## config.mk

```make
export PLATFORM = sky130hd
export DESIGN_NAME = updown_counter_param
export DESIGN_NICKNAME = d
export VERILOG_FILES = /design/src/rtl/updown_counter_param.sv
export SDC_FILE = /design/constraint.sdc
export NUM_CORES = 1
export LEC_CHECK = 0
export ABC_AREA = 0
export BUFFER_PORTS_ARGS = -buffer_cell sky130_fd_sc_hd__buf_2
export CORE_ASPECT_RATIO = 0.9
export CORE_MARGIN = 5
export CORE_UTILIZATION = 45
export CTS_BUF_LIST = sky130_fd_sc_hd__clkbuf_4 sky130_fd_sc_hd__clkbuf_8 sky130_fd_sc_hd__clkbuf_16
export CTS_CLUSTER_DIAMETER = 150
export DETAILED_ROUTE_END_ITERATION = 10
export HOLD_SLACK_MARGIN = 0.12
export PLACE_DENSITY = 0.7
export SLEW_MARGIN = 20
export SYNTH_ARGS = -nofsm -noshare
export SYNTH_HDL_FRONTEND = slang
export SYNTH_SLANG_ARGS = --single-unit
```

## constraint.sdc

```tcl
create_clock -name clk_i -period 4.93 [get_ports clk_i]
set_clock_uncertainty 0.05 [all_clocks]
set_input_delay 0.7395 -clock clk_i [delete_from_list [all_inputs] [get_ports clk_i]]
set_output_delay 0.7395 -clock clk_i [all_outputs]
set_load 0.05 [all_outputs]
```

## src/rtl/updown_counter_param.sv

```systemverilog
// Parametrised up/down counter with programmable modulus, variable step, synchronous load,
// wrap/saturate selection, a one-cycle terminal pulse and sticky overflow/underflow flags.
module updown_counter_param #(
   parameter int unsigned WIDTH     = 8,
   parameter int unsigned MAX_VAL   = 2**WIDTH - 1,
   parameter int unsigned RESET_VAL = 0
) (
   input  logic             clk_i,
   input  logic             rst_ni,
   input  logic             enb_i,
   input  logic             dir_i,
   input  logic [WIDTH-1:0] step_i,
   input  logic             sat_i,
   input  logic             load_i,
   input  logic [WIDTH-1:0] load_val_i,
   input  logic             clr_flags_i,
   output logic [WIDTH-1:0] count_o,
   output logic             tc_o,
   output logic             ovf_o,
   output logic             unf_o
);

   localparam logic [WIDTH-1:0] MaxW   = WIDTH'(MAX_VAL);
   localparam logic [WIDTH-1:0] ResetW = WIDTH'(RESET_VAL);
   localparam logic [WIDTH:0]   MaxExt = (WIDTH+1)'(MAX_VAL);
   localparam logic [WIDTH:0]   ModExt = MaxExt + 1'b1;

   logic [WIDTH-1:0] count_q, count_d;
   logic             tc_q, tc_d;
   logic             ovf_q, ovf_d;
   logic             unf_q, unf_d;

   logic [WIDTH-1:0] step_eff;
   logic [WIDTH-1:0] load_eff;
   logic [WIDTH:0]   sum;
   logic             ovf_ev;
   logic             unf_ev;

   always_comb begin
      step_eff = (step_i > MaxW) ? MaxW : step_i;
      load_eff = (load_val_i > MaxW) ? MaxW : load_val_i;
      sum      = {1'b0, count_q} + {1'b0, step_eff};
      count_d  = count_q;
      ovf_ev   = 1'b0;
      unf_ev   = 1'b0;

      if (load_i) begin
         count_d = load_eff;
      end else if (enb_i) begin
         if (dir_i) begin
            if (sum > MaxExt) begin
               ovf_ev  = 1'b1;
               count_d = sat_i ? MaxW : WIDTH'(sum - ModExt);
            end else begin
               count_d = sum[WIDTH-1:0];
            end
         end else begin
            if (step_eff <= count_q) begin
               count_d = count_q - step_eff;
            end else begin
               unf_ev  = 1'b1;
               // count + modulus - step stays within WIDTH+1 bits since count < step <= MAX_VAL
               count_d = sat_i ? '0 : WIDTH'({1'b0, count_q} + ModExt - {1'b0, step_eff});
            end
         end
      end

      tc_d  = ovf_ev | unf_ev;
      ovf_d = (ovf_q & ~clr_flags_i) | ovf_ev;
      unf_d = (unf_q & ~clr_flags_i) | unf_ev;
   end

   always_ff @(posedge clk_i or negedge rst_ni) begin
      if (!rst_ni) begin
         count_q <= ResetW;
         tc_q    <= 1'b0;
         ovf_q   <= 1'b0;
         unf_q   <= 1'b0;
      end else begin
         count_q <= count_d;
         tc_q    <= tc_d;
         ovf_q   <= ovf_d;
         unf_q   <= unf_d;
      end
   end

   assign count_o = count_q;
   assign tc_o    = tc_q;
   assign ovf_o   = ovf_q;
   assign unf_o   = unf_q;

endmodule

```

Yosys cells after proc, flatten, opt, wreduce, memory -nomap -nowiden
Index checks and enable logic that the tools add are counted.
{ "word_totals": {"regBits": 11, "input_bits": 23, "elab_cells": 37} }
{ "op_classes": {"add_sub_neg": 5, "order_cmp": 4, "mux": 17, "bitwise_logic": 6, "reduce_logical": 1} }
{ "op_table": {"columns": ["operator", "count"], "rows": [
  ["$mux W8", 9],
  ["$gt A8 B8 Y1 const B", 2],
  ["$sub A8 B8 Y8", 2],
  ["$add A8 B8 Y9", 1],
  ["$gt A9 B8 Y1 const B", 1],
  ["$add A8 B1 Y8 const B", 1],
  ["$le A8 B8 Y1", 1],
  ["$mux W1", 8],
  ["$sub A8 B1 Y8 const B", 1],
  ["$or A1 B1 Y1", 3],
  ["$and A1 B1 Y1", 2],
  ["$reduce_bool A2 Y1", 1],
  ["$not A1 Y1", 1]
]} }

Longest topological paths before layout
{ "logic_depth": {"word_depth": 9, "mapped_depth": 9, "depth_no_buf": 9} }

Worst setup path before layout
OpenSTA, ideal clock, no wires.
{ "synth_path": {"path_kind": "input port to flip-flop", "startpoint": "input port step_i[2]", "endpoint": "register count_q[3] (netlist: count_o[3])", "setup_time_ns": 0.124, "t_arrival_ns": 2.356, "required_ns": 4.756, "setup_slack_ns": 2.399, "cell_stages": 9, "cell_sequence": "inv_1 ha_1 buf_6 nor2b_4 o31a_1 o31a_1 o31a_1 a211oi_1 nor2_1"} }
{ "synth_via": {"elab_chain_cells": 9} }
{ "synth_rtl": {"columns": ["item", "line_no", "rtl"], "rows": [
  ["start: declaration", "12", "input logic [WIDTH-1:0] step_i,"],
  ["$gt A8 B8 Y1", "40", "step_eff = (step_i > MaxW) ? MaxW : step_i;"],
  ["$mux W8 (*)", "40", null],
  ["$add A8 B8 Y9", "42", "sum = {1'b0, count_q} + {1'b0, step_eff};"],
  ["$sub A8 B1 Y8", "53", "count_d = sat_i ? MaxW : WIDTH'(sum - ModExt);"],
  ["$mux W8", "53", null],
  ["$mux W8", "51", "if (sum > MaxExt) begin"],
  ["$mux W8 (*)", "50", "if (dir_i) begin"],
  ["$mux W8 (*)", "49", "end else if (enb_i) begin"],
  ["$mux W8 (*)", "47", "if (load_i) begin"],
  ["end signal: assignment", "75", "count_q <= ResetW;"],
  ["end signal: assignment", "80", "count_q <= count_d;"],
  ["end: declaration", "28", "logic [WIDTH-1:0] count_q, count_d;"]
]} }
Mark *: on every way between the ends. The rest lies on a longest branch, timed or not. The select of a mux whose other input is x is not followed.
A chain may end at the register's enable or synchronous reset.

Worst setup path after layout
{ "layout_path": {"startpoint": "input port step_i[5]", "endpoint": "register count_q[0] (netlist: count_o[0])"} }
Same word-level chain as after synthesis.

==> metrics.md <==
| Metric | Value |
|---|---|
| Outcome | finished clean |
| GR Util All Layers | 0.181 |
| Final Hold Vio Count | 0 |
| Synthesized area per cell | about 8.3 sq um |
| Die Span Y | 61.6 um |
| Fin crit period | 2.53 ns |
| RSZ-0062 raised after global routing | no |
| Slew margin rel. | 0.737 |
| Root Driver | clkbuf_4 |
| Top area cells in the synthesized netlist | dfrtp_1 21%, ha_1 15%, xor2_1 4.6% |
| Final Max Tran Viols | 0 |
| Clk slew on worst S/H paths | 0.08 ns |
| Post-Syn Area | 0.00133 sq mm |
| CTS tree | built |
| Hold buffer count at CTS | 0 |
| Register Area | between 200 and 300 sq um |
| HP Class | in -> async |
| Grt total ovfl | 0 |
| Critical Path End Type | flip-flop |
| Vias in the first global route | 1210 |
| DP Cell Count | ~230 |
| Cell count after synthesis | roughly 160 |
| Post-synth top flop | dfrtp_1 |
| Synth top cells by count | 16 x ha_1, 14 x inv_1, 14 x nor2_1, 11 x dfrtp_1 |
| Final core utilization | 0.550 |
| Layout Cells excl Fill | 231 |
| Post-DP HPWL | 2700 um |
| Initial antenna violation count | 0 |
| Crit path required time | a little over 5 ns |
| Final WL | 3390 um |
| Worst path cell trace | buf_2 -> inv_1 -> ha_1 -> nor2b_2 -> or4_4 -> o211ai_4 -> o21a_1 -> a31oi_1 -> a221o_1 |
| Ant diodes | 0 |
| Placed cell area | ~0.0015 sq mm |
| Via density | between 5 and 6 |
| Final period utilization | 0.513 |
| Via Count | 1277 |
| Fin worst setup slack | between 2 and 2.5 ns |
| YS warnings | 0 |
| Clk_lat worst skew | 0.28 ns |
| Crit Path Class | in -> reg |
| Multi-input gate area | 963 sq um |
| First-pass GRT wire length | ~5600 um |
| CP peak stage delay | 0.46 ns |
| DRT iter0 DRCs | 70 |
| Largest net degree at the start of global routing | 18 |
| # clock sinks | 11 |
| Row Count | 18 |
| Worst Path Arrival | 2.64 ns |
| Startpoint types | primary input |
| # setup viols final | 0 |
| Setup Slack @ Placement | approximately 2.1 ns |
| #FFs+latches synth | 11 |
| Share of cells above drive strength 1 | 0.230 |
| Pleak | 0.725 nW |
| Initial Utilization | 0.476 |
| Longest Clk Path Bufs | 2 |
| DR pass1 iterations | 4 |
| Post CTS Setup Buffer Count | 0 |
| Dominant cell type by area after synthesis | dfrtp_1 |
| CTS buffer count | 3 |
| Layout area overhead | 15.5% |
| NumNets Final | between 200 and 250 |
| Slew @ Worst Pin | between 0.3 and 0.4 ns |
| Post-DRT Antenna Nets | 0 |
| PortBufs | 33 |
| Slowest CP cell | ha_1 |
| H-tree levels | 1 |
| Cts repair resizes | 0 |
| Crit path max-delay family | compound AO/OA/AOI/OAI gates |
| Worst VDD drop | 0.138 mV |
| Sequential cell area fraction in the yosys report | 0.207 |
| CP Buf/Inv Count | 2 |
| Synth top area share | 0.207 |
| Full die area | 0.00414 sq mm |
| Filler Cells Inserted | 286 |
| Gpl congestion | 0.933 |
| EDFF count, synth | 0 |
| Post-synth ARST share | 1.00 |
| Pwr Density | 311 mW/mm^2 |
| Post-Syn Nets | 202 |
| Residual DRC | 0 |
| Worst-path fanout max | 9 |
| Fin area | 0.00154 sq mm |
| Die span in x | just under 70 um |
| Core area | 0.00279 sq mm |
| I/O Pins | 34 |
| Maximum Capacitance Violations | 0 |
| Drt wl/cell | 14.7 um |
| Most frequent cell after synthesis | ha_1 |
| TNS Setup | 0 ns |
| Fmax achieved | approximately 0.40 GHz |
| Cell variety after synth | 48 |
[metrics by stage]
| stage | hold slack (ns) | power (W) |
|---|---|---|
| floorplan | 0.394 | 0.000345 |
| global placement | 0.459 | 0.000400 |
| detailed placement | 0.477 | 0.000404 |
| CTS | 0.279 | 0.000480 |
| finish | 0.275 | 0.000478 |
| global route | 0.280 | 0.000516 |
[cell usage in the layout, fill, tap and decap left out, types with 2 or more instances in the layout]
cell / count
a211oi_1: 2
a21oi_1: 9
a221oi_1: 2
a31oi_1: 2
buf_2: 33
clkbuf_4: 4
dfrtp_1: 11
fa_1: 2
ha_1: 16
inv_1: 14
nand2_1: 4
nand2b_1: 5
nand3_1: 4
nor2_1: 14
nor2b_1: 9
nor3_1: 3
o21a_1: 5
o21ai_0: 9
o21ai_1: 2
o21bai_1: 2
o221ai_1: 2
o22ai_1: 2
o31a_1: 4
or3_1: 3
xor2_1: 7
[state kept, by name, indices dropped and copies added, names as in the netlist]
signal / flops
tc_o: 1
count_o: 8
unf_o: 1
ovf_o: 1
[metal layers]
metal	track usage	wire [um]	up-vias
li1	-	-	638
met1	0.250	1590	582
met2	0.283	1500	53
met3	0.0529	276	4
met4	0.0347	18	0
met5	0	0	-
[path summary, 6_finish.rpt]
path	start	to	slack (ns)	cells past startpoint
max	step_i[5]	count_o[0]	2.40	9
min	rst_ni	count_o[7]	0.28	1
max reg2reg	count_o[5]	count_o[0]	2.53	7
min reg2reg	ovf_o	ovf_o	0.49	2
max in group asynchronous	rst_ni	unf_o	4.32	1
min in group clk_i	ovf_o	ovf_o	0.49	2
[cell families (layout without fill, tap and decap cells)]
| family | after synthesis | count (layout) | share of synthesized area |
|---|---|---|---|
| compound gates | 51 | 51 | 0.273 |
| fa+ha+maj | 18 | 18 | 0.181 |
| buf+inv | 21 | 51 | 0.0687 |
| simple gates | 52 | 52 | 0.218 |
| xor+xnor | 8 | 8 | 0.0527 |
| flops | 11 | 11 | 0.207 |
[power breakdown]
part           leakage [nW]  switching, W  internal (W)   total, W
Combinational         0.570      0.000178      0.000112   0.000290
Sequential            0.137     0.0000132      0.000103   0.000117
Clock                0.0184     0.0000350     0.0000369  0.0000719
Total                 0.725      0.000226      0.000252   0.000478
[layout make-up]
type                    count  area share
repair buffers             33       0.107
well taps                  40      0.0326
flip-flops and latches     11       0.179
multi-input cells         129       0.627
clock buffers               4      0.0195
inverters                  14      0.0342
Note: power is estimated with default switching activity, not from simulation.
